## src/rtl/vram_arbiter_if.sv

```systemverilog
// Purpose: bundles the CPU bus, video fetch and VRAM macro signals of the VRAM arbiter.
// Latency: none, wiring only.
// Backpressure: CPU side stalls on CPU_WAITB low; the video side sees it as VID_ACK being withheld.
//
// Ports (members):
//   CPU_nCS/CPU_RDB/CPU_WRB/CPU_A/CPU_DI -> arbiter   CPU_DO/CPU_WAITB <- arbiter
//   VID_REQ/VID_A -> arbiter                        VID_ACK/VID_VALID/VID_DO <- arbiter
//   RAM_DO -> arbiter                               RAM_A/RAM_DI/RAM_nCE/RAM_nWE <- arbiter
// slave  = arbiter side, master = everything around it (CPU decode, video engine, RAM macro).
interface vram_arbiter_if #(
  parameter int AW = 11,
  parameter int DW = 8
);
  logic          CPU_nCS;
  logic          CPU_RDB;
  logic          CPU_WRB;
  logic [AW-1:0] CPU_A;
  logic [DW-1:0] CPU_DI;
  logic [DW-1:0] CPU_DO;
  logic          CPU_WAITB;
  logic          VID_REQ;
  logic [AW-1:0] VID_A;
  logic          VID_ACK;
  logic          VID_VALID;
  logic [DW-1:0] VID_DO;
  logic [AW-1:0] RAM_A;
  logic [DW-1:0] RAM_DI;
  logic [DW-1:0] RAM_DO;
  logic          RAM_nCE;
  logic          RAM_nWE;

  modport slave (
    input  CPU_nCS, CPU_RDB, CPU_WRB, CPU_A, CPU_DI,
    output CPU_DO, CPU_WAITB,
    input  VID_REQ, VID_A,
    output VID_ACK, VID_VALID, VID_DO,
    output RAM_A, RAM_DI, RAM_nCE, RAM_nWE,
    input  RAM_DO
  );

  modport master (
    output CPU_nCS, CPU_RDB, CPU_WRB, CPU_A, CPU_DI,
    input  CPU_DO, CPU_WAITB,
    output VID_REQ, VID_A,
    input  VID_ACK, VID_VALID, VID_DO,
    input  RAM_A, RAM_DI, RAM_nCE, RAM_nWE,
    output RAM_DO
  );
endinterface

```

## src/rtl/vram_arbiter.sv

```systemverilog
// Purpose: single-port VRAM arbiter, video fetch first, CPU guaranteed a slot after MAXVID video grants.
// Latency: RAM command same cycle as grant; video data/valid 1 cycle later, CPU read data 2 cycles after grant.
// Backpressure: CPU held on CPU_WAITB low until its access completes; video stalls by not seeing VID_ACK.
//
// Ports: CLK (clock), RES (sync active-high reset), bus (vram_arbiter_if.slave: CPU bus,
// video fetch request/return, VRAM macro command and read data).
module vram_arbiter #(
  parameter int AW     = 11,
  parameter int DW     = 8,
  parameter int MAXVID = 4
) (
  input  logic           CLK,
  input  logic           RES,
  vram_arbiter_if.slave  bus
);

  localparam logic [3:0] MAXV = 4'(MAXVID);

  logic          cpu_req;
  logic          cpu_wr;
  logic          cpu_pend;
  logic          vid_gnt;
  logic          cpu_gnt;

  logic [3:0]    streak_q,          streak_d;
  logic          cpu_done_q,        cpu_done_d;
  logic          cpu_rd_inflight_q, cpu_rd_inflight_d;
  logic [DW-1:0] cpu_do_q,          cpu_do_d;
  logic          vid_valid_q,       vid_valid_d;
  logic [AW-1:0] ram_a_q,           ram_a_d;

  // Grant for the current slot. Nothing is granted while RES is high so the
  // RAM sees no command during reset.
  always_comb begin
    cpu_req  = ~bus.CPU_nCS & (~bus.CPU_RDB | ~bus.CPU_WRB);
    cpu_wr   = ~bus.CPU_WRB;
    // cpu_done/inflight mask a request that is already served or in the RAM pipe.
    cpu_pend = cpu_req & ~cpu_done_q & ~cpu_rd_inflight_q;
    vid_gnt  = ~RES & bus.VID_REQ & (~cpu_pend | (streak_q < MAXV));
    cpu_gnt  = ~RES & cpu_pend & ~vid_gnt;
  end

  always_comb begin
    streak_d          = streak_q;
    cpu_done_d        = cpu_done_q;
    cpu_rd_inflight_d = cpu_gnt & ~cpu_wr;
    cpu_do_d          = cpu_do_q;
    vid_valid_d       = vid_gnt;
    ram_a_d           = ram_a_q;

    // The video streak only matters while the CPU is waiting.
    if (cpu_gnt || !cpu_pend) begin
      streak_d = 4'd0;
    end else if (vid_gnt && (streak_q < MAXV)) begin
      streak_d = streak_q + 4'd1;
    end

    // Read data lands the cycle after the grant, even if the strobe was
    // already released; cpu_done then only sticks while the strobe is held.
    if (cpu_rd_inflight_q) begin
      cpu_do_d = bus.RAM_DO;
    end

    if (!cpu_req) begin
      cpu_done_d = 1'b0;
    end else if ((cpu_gnt && cpu_wr) || cpu_rd_inflight_q) begin
      cpu_done_d = 1'b1;
    end

    // The address bus holds its last value through idle slots.
    if (vid_gnt) begin
      ram_a_d = bus.VID_A;
    end else if (cpu_gnt) begin
      ram_a_d = bus.CPU_A;
    end
  end

  always_ff @(posedge CLK) begin
    if (RES) begin
      streak_q          <= 4'd0;
      cpu_done_q        <= 1'b0;
      cpu_rd_inflight_q <= 1'b0;
      cpu_do_q          <= '0;
      vid_valid_q       <= 1'b0;
      ram_a_q           <= '0;
    end else begin
      streak_q          <= streak_d;
      cpu_done_q        <= cpu_done_d;
      cpu_rd_inflight_q <= cpu_rd_inflight_d;
      cpu_do_q          <= cpu_do_d;
      vid_valid_q       <= vid_valid_d;
      ram_a_q           <= ram_a_d;
    end
  end

  assign bus.RAM_A     = ram_a_d;
  assign bus.RAM_DI    = bus.CPU_DI;
  assign bus.RAM_nCE   = ~(vid_gnt | cpu_gnt);
  assign bus.RAM_nWE   = ~(cpu_gnt & cpu_wr);
  assign bus.VID_ACK   = vid_gnt;
  assign bus.CPU_WAITB = ~(cpu_req & ~cpu_done_q);
  assign bus.CPU_DO    = cpu_do_q;

  // The RAM's own output register is the video data stage. A read still in
  // the RAM pipe when RES arrives must not be reported, hence the RES mask.
  assign bus.VID_VALID = vid_valid_q & ~RES;
  assign bus.VID_DO    = (vid_valid_q & ~RES) ? bus.RAM_DO : '0;

endmodule
```

## src/flat_wrapper.sv

```systemverilog
// flat-port wrapper written by rule: the top's interface ports become plain ports
module vram_arbiter_flat 
#(
  parameter int AW     = 11,
  parameter int DW     = 8,
  parameter int MAXVID = 4
)
  (CLK, RES, bus_CPU_nCS, bus_CPU_RDB, bus_CPU_WRB, bus_CPU_A, bus_CPU_DI, bus_CPU_DO, bus_CPU_WAITB, bus_VID_REQ, bus_VID_A, bus_VID_ACK, bus_VID_VALID, bus_VID_DO, bus_RAM_A, bus_RAM_DI, bus_RAM_nCE, bus_RAM_nWE, bus_RAM_DO);
  vram_arbiter_if #(.AW(AW), .DW(DW)) bus_i ();
  input  logic CLK;
  input  logic RES;
  input wire logic [$bits(bus_i.CPU_nCS)-1:0] bus_CPU_nCS;
  input wire logic [$bits(bus_i.CPU_RDB)-1:0] bus_CPU_RDB;
  input wire logic [$bits(bus_i.CPU_WRB)-1:0] bus_CPU_WRB;
  input wire logic [$bits(bus_i.CPU_A)-1:0] bus_CPU_A;
  input wire logic [$bits(bus_i.CPU_DI)-1:0] bus_CPU_DI;
  output wire logic [$bits(bus_i.CPU_DO)-1:0] bus_CPU_DO;
  output wire logic [$bits(bus_i.CPU_WAITB)-1:0] bus_CPU_WAITB;
  input wire logic [$bits(bus_i.VID_REQ)-1:0] bus_VID_REQ;
  input wire logic [$bits(bus_i.VID_A)-1:0] bus_VID_A;
  output wire logic [$bits(bus_i.VID_ACK)-1:0] bus_VID_ACK;
  output wire logic [$bits(bus_i.VID_VALID)-1:0] bus_VID_VALID;
  output wire logic [$bits(bus_i.VID_DO)-1:0] bus_VID_DO;
  output wire logic [$bits(bus_i.RAM_A)-1:0] bus_RAM_A;
  output wire logic [$bits(bus_i.RAM_DI)-1:0] bus_RAM_DI;
  output wire logic [$bits(bus_i.RAM_nCE)-1:0] bus_RAM_nCE;
  output wire logic [$bits(bus_i.RAM_nWE)-1:0] bus_RAM_nWE;
  input wire logic [$bits(bus_i.RAM_DO)-1:0] bus_RAM_DO;
  assign bus_i.CPU_nCS = bus_CPU_nCS;
  assign bus_i.CPU_RDB = bus_CPU_RDB;
  assign bus_i.CPU_WRB = bus_CPU_WRB;
  assign bus_i.CPU_A = bus_CPU_A;
  assign bus_i.CPU_DI = bus_CPU_DI;
  assign bus_CPU_DO = bus_i.CPU_DO;
  assign bus_CPU_WAITB = bus_i.CPU_WAITB;
  assign bus_i.VID_REQ = bus_VID_REQ;
  assign bus_i.VID_A = bus_VID_A;
  assign bus_VID_ACK = bus_i.VID_ACK;
  assign bus_VID_VALID = bus_i.VID_VALID;
  assign bus_VID_DO = bus_i.VID_DO;
  assign bus_RAM_A = bus_i.RAM_A;
  assign bus_RAM_DI = bus_i.RAM_DI;
  assign bus_RAM_nCE = bus_i.RAM_nCE;
  assign bus_RAM_nWE = bus_i.RAM_nWE;
  assign bus_i.RAM_DO = bus_RAM_DO;
  vram_arbiter #(.AW(AW), .DW(DW), .MAXVID(MAXVID)) u_core (.CLK(CLK), .RES(RES), .bus(bus_i));
endmodule
```

## config.mk

```make
export PLATFORM = sky130hd
export DESIGN_NAME = vram_arbiter_flat
export DESIGN_NICKNAME = d
export VERILOG_FILES = /design/src/rtl/vram_arbiter_if.sv /design/src/rtl/vram_arbiter.sv /design/src/flat_wrapper.sv
export SDC_FILE = /design/constraint.sdc
export NUM_CORES = 1
export LEC_CHECK = 0
export ABC_CLOCK_PERIOD_IN_PS = 1420
export BUFFER_PORTS_ARGS = -buffer_cell sky130_fd_sc_hd__buf_2
export CORE_MARGIN = 10
export CORE_UTILIZATION = 38
export CTS_CLUSTER_DIAMETER = 100
export DETAILED_ROUTE_END_ITERATION = 10
export HOLD_SLACK_MARGIN = 0.1
export PLACE_DENSITY = 0.75
export REMOVE_ABC_BUFFERS = 1
export SLEW_MARGIN = 20
export SYNTH_ARGS = -nofsm -noshare
export SYNTH_HDL_FRONTEND = slang
export SYNTH_SLANG_ARGS = --single-unit
```

## constraint.sdc

```tcl
create_clock -name CLK -period 1.42 [get_ports CLK]
set_input_delay 0.142 -clock CLK [delete_from_list [all_inputs] [get_ports CLK]]
set_output_delay 0.142 -clock CLK [all_outputs]
set_load 0.05 [all_outputs]
```

==> impl_metrics.env, run 1 <==
export IMPL_drc_errors=0
export IMPL_relSlewSlack_pct=65.8
export IMPL_io_pins=84
export IMPL_clkSinkCount=26
export IMPL_wl_per_cell_um=15.9
export IMPL_clock_path_buffers=2
export IMPL_cp_required_ns=1.28
export IMPL_grt_ovfl_total=0
export IMPL_dr_pass1_iters=4
export IMPL_netlist_area_leader_share_pct=38.3
export IMPL_dp_hpwl_um=3260
export IMPL_worst_slew_pin_slew_ns=0.512
export IMPL_dp_cells=271
export IMPL_clock_fmax_ghz=0.520
export IMPL_critPathKind="register to primary output"
export IMPL_die_w_um=79.8
export IMPL_startpoint_type="register"
export IMPL_p_per_area_nw_per_um2=783
export IMPL_yosys_warnings=0
export IMPL_die_h_um=79.8
export IMPL_status="complete, but fails checks"
export IMPL_wl_um=4610
export IMPL_row_count=21
export IMPL_fin_skew_ns=0.00387
export IMPL_rsz0062_at_grt="yes"
export IMPL_synth_async_reset_ratio_pct=0
export IMPL_cts_htree_levels=1
export IMPL_cts_tree="yes"
export IMPL_setup_slack_ns=-0.503
export IMPL_gp_congestion=0.784
export IMPL_grt_max_degree=27
export IMPL_portBuffers=67
export IMPL_grt_usage_pct=13.6
export IMPL_yosysMostFrequentCell="dfxtp_1"
export IMPL_via_count=1528
export IMPL_fin_crit_sh_pct=135
export IMPL_power_leakage_nw=0.989
export IMPL_cts_made_buffers=3
export IMPL_synth_area_leaders="dfxtp_1 (38%), o211ai_1 (12%), nand4b_1 (7.1%), mux2i_1 (5.9%), a31oi_1 (5.1%)"
export IMPL_failed_checks="negative setup slack"
export IMPL_ant_nets=0
export IMPL_post_route_util_pct=64.3
export IMPL_grt_pass1_wl_um=7090
export IMPL_insertion_delay_ns=0.31
export IMPL_finalCriticalPeriod_ns=1.92
export IMPL_ys_ff_latch=26
export IMPL_core_um2=3390
export IMPL_ir_worst_vdd_mv=0.361
export IMPL_drtIter0Drc=88
export IMPL_syn_cell_area_um2=1360
export IMPL_syn_area_per_cell_um2=8.77
export IMPL_path_max_fanout=12
export IMPL_setup_viol=20
export IMPL_hold_viol_final=0
export IMPL_report_final_slew_viol_count=0
export IMPL_yosys_area_top_type="dfxtp_1"
export IMPL_area_delta_synth_final_pct=60.3
export IMPL_drive_gt1_share_pct=45.3
export IMPL_nets=292
export IMPL_dp_slack_ns=-0.163
export IMPL_antenna_found_initial=0
export IMPL_synth_cell_types=24
export IMPL_synth_common_cells="dfxtp_1 (26), o211ai_1 (22), nor2_1 (15)"
export IMPL_clk_pin_slew_ns=0.13
export IMPL_instances_no_fill=291
export IMPL_min_delay_path_class="input port to register"
export IMPL_ys_flop_type="dfxtp_1"
export IMPL_cp_arrival_ns=1.78
export IMPL_grt_pass1_vias=1517
export IMPL_initial_core_util_pct=40.1
export IMPL_synth_edff_count=0
export IMPL_viasPerCell=5.25
export IMPL_drv_cap=0
export IMPL_ys_seq_area_share_pct=38.3
export IMPL_dieArea_um2=6370
export IMPL_antenna_cells=0
export IMPL_syn_inst=155
export IMPL_cp_end_kind="primary output"
export IMPL_root_buffer="clkbuf_4"
-- critical path, stage by stage, from the launching register on --
cell,delay [ns]
dfxtp_2,0.36
a2111o_1,0.40
buf_6,0.17
o211ai_1,0.23
nand3_1,0.14
buf_6,0.18
-- registers in the layout, indices dropped and copies added (netlist names) --
name,cells
u_core.bus.CPU_DO,8
u_core.vid_valid_q,1
u_core.cpu_rd_inflight_q,1
u_core.cpu_done_q,1
u_core.streak_q,4
u_core.ram_a_q,11
-- final cells by class --
class / count / area (um2)
Tap cell: 46 / 57.6
Timing Repair Buffer: 110 / 845
Clock buffer: 3 / 22.5
Inverter: 1 / 3.75
Fill cell: 287 / 1210
Multi-Input combinational cell: 105 / 728
Sequential cell: 26 / 522
-- worst paths after layout --
| path | end | depth (start not counted) | slack (ns) | startpoint |
|---|---|---|---|---|
| max | bus_RAM_A[0] | 5 | -0.50 | u_core.cpu_done_q$_SDFFE_PP0P_ |
| min | u_core.ram_a_q[6]$_SDFF_PP0_ | 3 | 0.13 | bus_CPU_A[6] |
| max reg2reg | u_core.ram_a_q[3]$_SDFF_PP0_ | 9 | -0.39 | u_core.cpu_done_q$_SDFFE_PP0P_ |
| min reg2reg | u_core.streak_q[0]$_SDFFE_PP0P_ | 1 | 0.44 | u_core.streak_q[0]$_SDFFE_PP0P_ |
-- power by group --
| group | switching (mW) | internal [mW] |
|---|---|---|
| Sequential | 0.0120 | 0.761 |
| Clock | 0.196 | 0.0990 |
| Combinational | 0.376 | 0.263 |
-- kinds of logic after synthesis --
group	count (synthesis)	synth area share, %
compound gates	38	20.5
fa+ha+maj	1	0.921
buf+inv	24	9.39
flops	26	38.3
mux	8	5.89
other cells	1	0.276
simple gates	57	24.7
-- repair_timing --
item	4_1_cts	5_1_grt
buffers inserted	8	1
setup endpoints to repair	27	30
hold endpoints to repair	8	0
pin swaps	8	6
resized for setup	49	9
hold buffers	8	0
-- layer usage --
layer | up-vias | GRT usage, % | routed length [um] | part of all wire [%]
met5 | - | 0 | 0 | 0
met4 | 0 | 4.75 | 82 | 1.8
met3 | 8 | 2.93 | 219 | 4.7
met2 | 48 | 25.0 | 2530 | 55
met1 | 724 | 14.9 | 1790 | 39
li1 | 748 | - | - | -
-- placed cells by master, fill, tap and decap left out, types with 8 or more instances in the layout --
cell type	synthesis	final
buf_2	6	44
buf_6	0	29
buf_4	8	28
dfxtp_1	26	25
o211ai_1	22	22
nor2_1	15	13
nand4b_1	11	11
nand3_1	12	11
a31oi_1	11	11
and2_1	10	10
mux2i_1	8	8
dlygate4sd3_1	0	8
-- stage by stage --
stage	instance area (um2)	hold WS (ns)	setup TNS [ns]	power, mW
after CTS	2140	0.109	-6.93	1.72
after floorplan	1230	0.211	-10.78	1.10
after global placement	1820	0.285	-1.53	1.31
after detailed placement	1820	0.285	-1.81	1.31
after global routing	2180	0.111	-9.08	1.81
final	2180	0.132	-6.90	1.71
Note: power is estimated with default switching activity, not from simulation.
==> run 2, diff against run 1 <==
--- a/config.mk
+++ b/config.mk
@@ -8,11 +8,12 @@
 export ABC_CLOCK_PERIOD_IN_PS = 1420
 export BUFFER_PORTS_ARGS = -buffer_cell sky130_fd_sc_hd__buf_2
 export CORE_MARGIN = 10
-export CORE_UTILIZATION = 38
+export CORE_UTILIZATION = 40
+export CTS_BUF_LIST = sky130_fd_sc_hd__clkbuf_4 sky130_fd_sc_hd__clkbuf_8
 export CTS_CLUSTER_DIAMETER = 100
 export DETAILED_ROUTE_END_ITERATION = 10
 export HOLD_SLACK_MARGIN = 0.1
-export PLACE_DENSITY = 0.75
+export PLACE_DENSITY = 0.78
 export REMOVE_ABC_BUFFERS = 1
 export SLEW_MARGIN = 20
 export SYNTH_ARGS = -nofsm -noshare
==> run 2 against run 1 <==
Against the previous run: the flow still finishes with violations (negative setup slack); sequential cell count unchanged; global-route usage up 0.69 points; clock power up 34%; final cell count down 2.4%; non-clock buffer count down 8; die area down 3.7%; worst hold slack worse by 0.018 ns; critical endpoint is now bus_RAM_A[6].
==> impl_metrics.env, run 2 (synthesis results as in run 1) <==
export IMPL_cp_arrival_ns=1.79
export IMPL_max_flop_register="u_core.ram_a_q"
export IMPL_failed_checks="negative setup slack"
export IMPL_gp_congestion=0.797
export IMPL_setup_tns_ns=-7.19
export IMPL_power_leakage_nw=0.977
export IMPL_setup_viol=17
export IMPL_min_delay_path_class="input port to register"
export IMPL_reg2reg_depth=10
export IMPL_dr_pass1_iters=4
export IMPL_die_w_um=78.3
export IMPL_clk_pin_slew_ns=0.16
export IMPL_ir_worst_vdd_mv=0.536
export IMPL_rsz0062_at_grt="yes"
export IMPL_p_int_mw=1.18
export IMPL_startpoint_type="register"
export IMPL_largest_reg_flops=11
export IMPL_cts_htree_levels=1
export IMPL_p_switching_mw=0.627
export IMPL_die_h_um=78.3
export IMPL_core_um2=3310
export IMPL_insertion_delay_ns=0.34
export IMPL_antenna_cells=0
export IMPL_row_count=21
export IMPL_setup_slack_ns=-0.517
export IMPL_rrSetupSlack_ns=-0.49
export IMPL_dieArea_um2=6130
export IMPL_fin_crit_sh_pct=136
export IMPL_dp_cells=264
export IMPL_post_route_util_pct=65.3
export IMPL_cp_end_kind="primary output"
export IMPL_drv_cap=0
export IMPL_clock_path_buffers=2
export IMPL_wl_um=4870
export IMPL_nets=284
export IMPL_fin_skew_ns=0.0179
export IMPL_grt_ovfl_total=0
export IMPL_wl_per_cell_um=17.1
export IMPL_instances_no_fill=284
export IMPL_via_count=1494
export IMPL_status="complete, but fails checks"
export IMPL_drc_errors=0
export IMPL_dp_hpwl_um=3090
export IMPL_viasPerCell=5.26
export IMPL_ant_nets=0
export IMPL_power_share_clock_pct=21.8
export IMPL_hold_viol_final=0
export IMPL_holdPathStages=3
export IMPL_critPathKind="register to primary output"
export IMPL_final_cell_mix="buf_2 (45), buf_4 (25), dfxtp_1 (24), o211ai_1 (22), nor2_1 (15)"
export IMPL_clock_fmax_ghz=0.516
export IMPL_io_pins=84
export IMPL_grt_pass1_wl_um=7300
export IMPL_p_per_area_nw_per_um2=834
export IMPL_clkSinkCount=26
export IMPL_cp_required_ns=1.28
export IMPL_seqPwrFrac_pct=42.9
export IMPL_combPwrFrac_pct=35.3
export IMPL_cts_made_buffers=3
export IMPL_cts_tree="yes"
export IMPL_drtIter0Drc=52
export IMPL_p_sw_share_pct=34.8
export IMPL_grt_usage_pct=14.3
export IMPL_initial_core_util_pct=41.0
export IMPL_grt_pass1_vias=1478
export IMPL_portBuffers=67
export IMPL_area_delta_synth_final_pct=59.1
export IMPL_grt_max_degree=36
export IMPL_path_max_fanout=24
export IMPL_report_final_slew_viol_count=0
export IMPL_drive_gt1_share_pct=46.2
export IMPL_root_buffer="clkbuf_4"
export IMPL_finalCriticalPeriod_ns=1.94
export IMPL_antenna_found_initial=0
export IMPL_final_common_cell="buf_2"
## run 2: cell types whose count changed in the layout (fill, tap and decap cells not counted), sizes merged
cell / change
dlygate4sd3: +1
buf: -8
## run 2: layer usage
| layer | vias up | part of all wire (%) | global-route usage, % | wire length [um] |
|---|---|---|---|---|
| li1 | 738 | - | - | - |
| met1 | 675 | 38 | 15.2 | 1860 |
| met2 | 70 | 51 | 25.2 | 2470 |
| met3 | 11 | 8.1 | 5.69 | 396 |
| met4 | 0 | 2.8 | 4.48 | 138 |
| met5 | - | 0 | 0 | 0 |
## run 2: layout make-up
type                       count  area (um2)
timing repair buffer         102         801
tap                           46        57.6
sequential                    26         523
fill                         269        1150
inverter                       1        3.75
clock buffer                   4        36.3
multi-input combinational    105         741
## run 2: critical path, stage by stage, from the launching register on
cell and delay [ns]:
dfxtp_2 0.36, a2111o_1 0.38, buf_12 0.17, o211ai_1 0.21
nand3_1 0.14, buf_6 0.18
## run 2: path summary, 6_finish.rpt
check	startpoint	endpoint
worst min register to register	u_core.streak_q[0]$_SDFFE_PP0P_	u_core.streak_q[0]$_SDFFE_PP0P_
worst max register to register	u_core.cpu_done_q$_SDFFE_PP0P_	u_core.ram_a_q[7]$_SDFF_PP0_
worst max-delay path	u_core.cpu_done_q$_SDFFE_PP0P_	bus_RAM_A[6]
worst min-delay path	bus_CPU_A[2]	u_core.ram_a_q[2]$_SDFF_PP0_
## run 2: per-stage QoR
stage / power, mW / instance area (um2) / setup slack [ns] / hold WS (ns)
2_1_floorplan: 1.10 / 1230 / -0.602 / 0.211
3_3_place_gp: 1.30 / 1780 / -0.133 / 0.285
3_5_place_dp: 1.31 / 1780 / -0.156 / 0.285
4_1_cts: 1.75 / 2040 / -0.500 / 0.111
5_1_grt: 1.89 / 2160 / -0.633 / 0.0994
6_report: 1.80 / 2160 / -0.517 / 0.114
## run 2: repair_timing
item | 4_1_cts | 5_1_grt
setup endpoints to repair | 25 | 28
cloned | 0 | 1
gates resized for setup | 36 | 30
hold buffers | 8 | 1
hold endpoints to repair | 8 | 1
pin swaps | 5 | 11
buffers inserted | 5 | 1
## run 2: power groups by stage
stage	clock, mW	combinational (mW)	sequential, mW
after floorplan	0	0.295	0.808
after global placement	0	0.514	0.787
after detailed placement	0	0.518	0.788
after CTS	0.379	0.600	0.772
after global routing	0.439	0.674	0.777
final	0.394	0.636	0.773
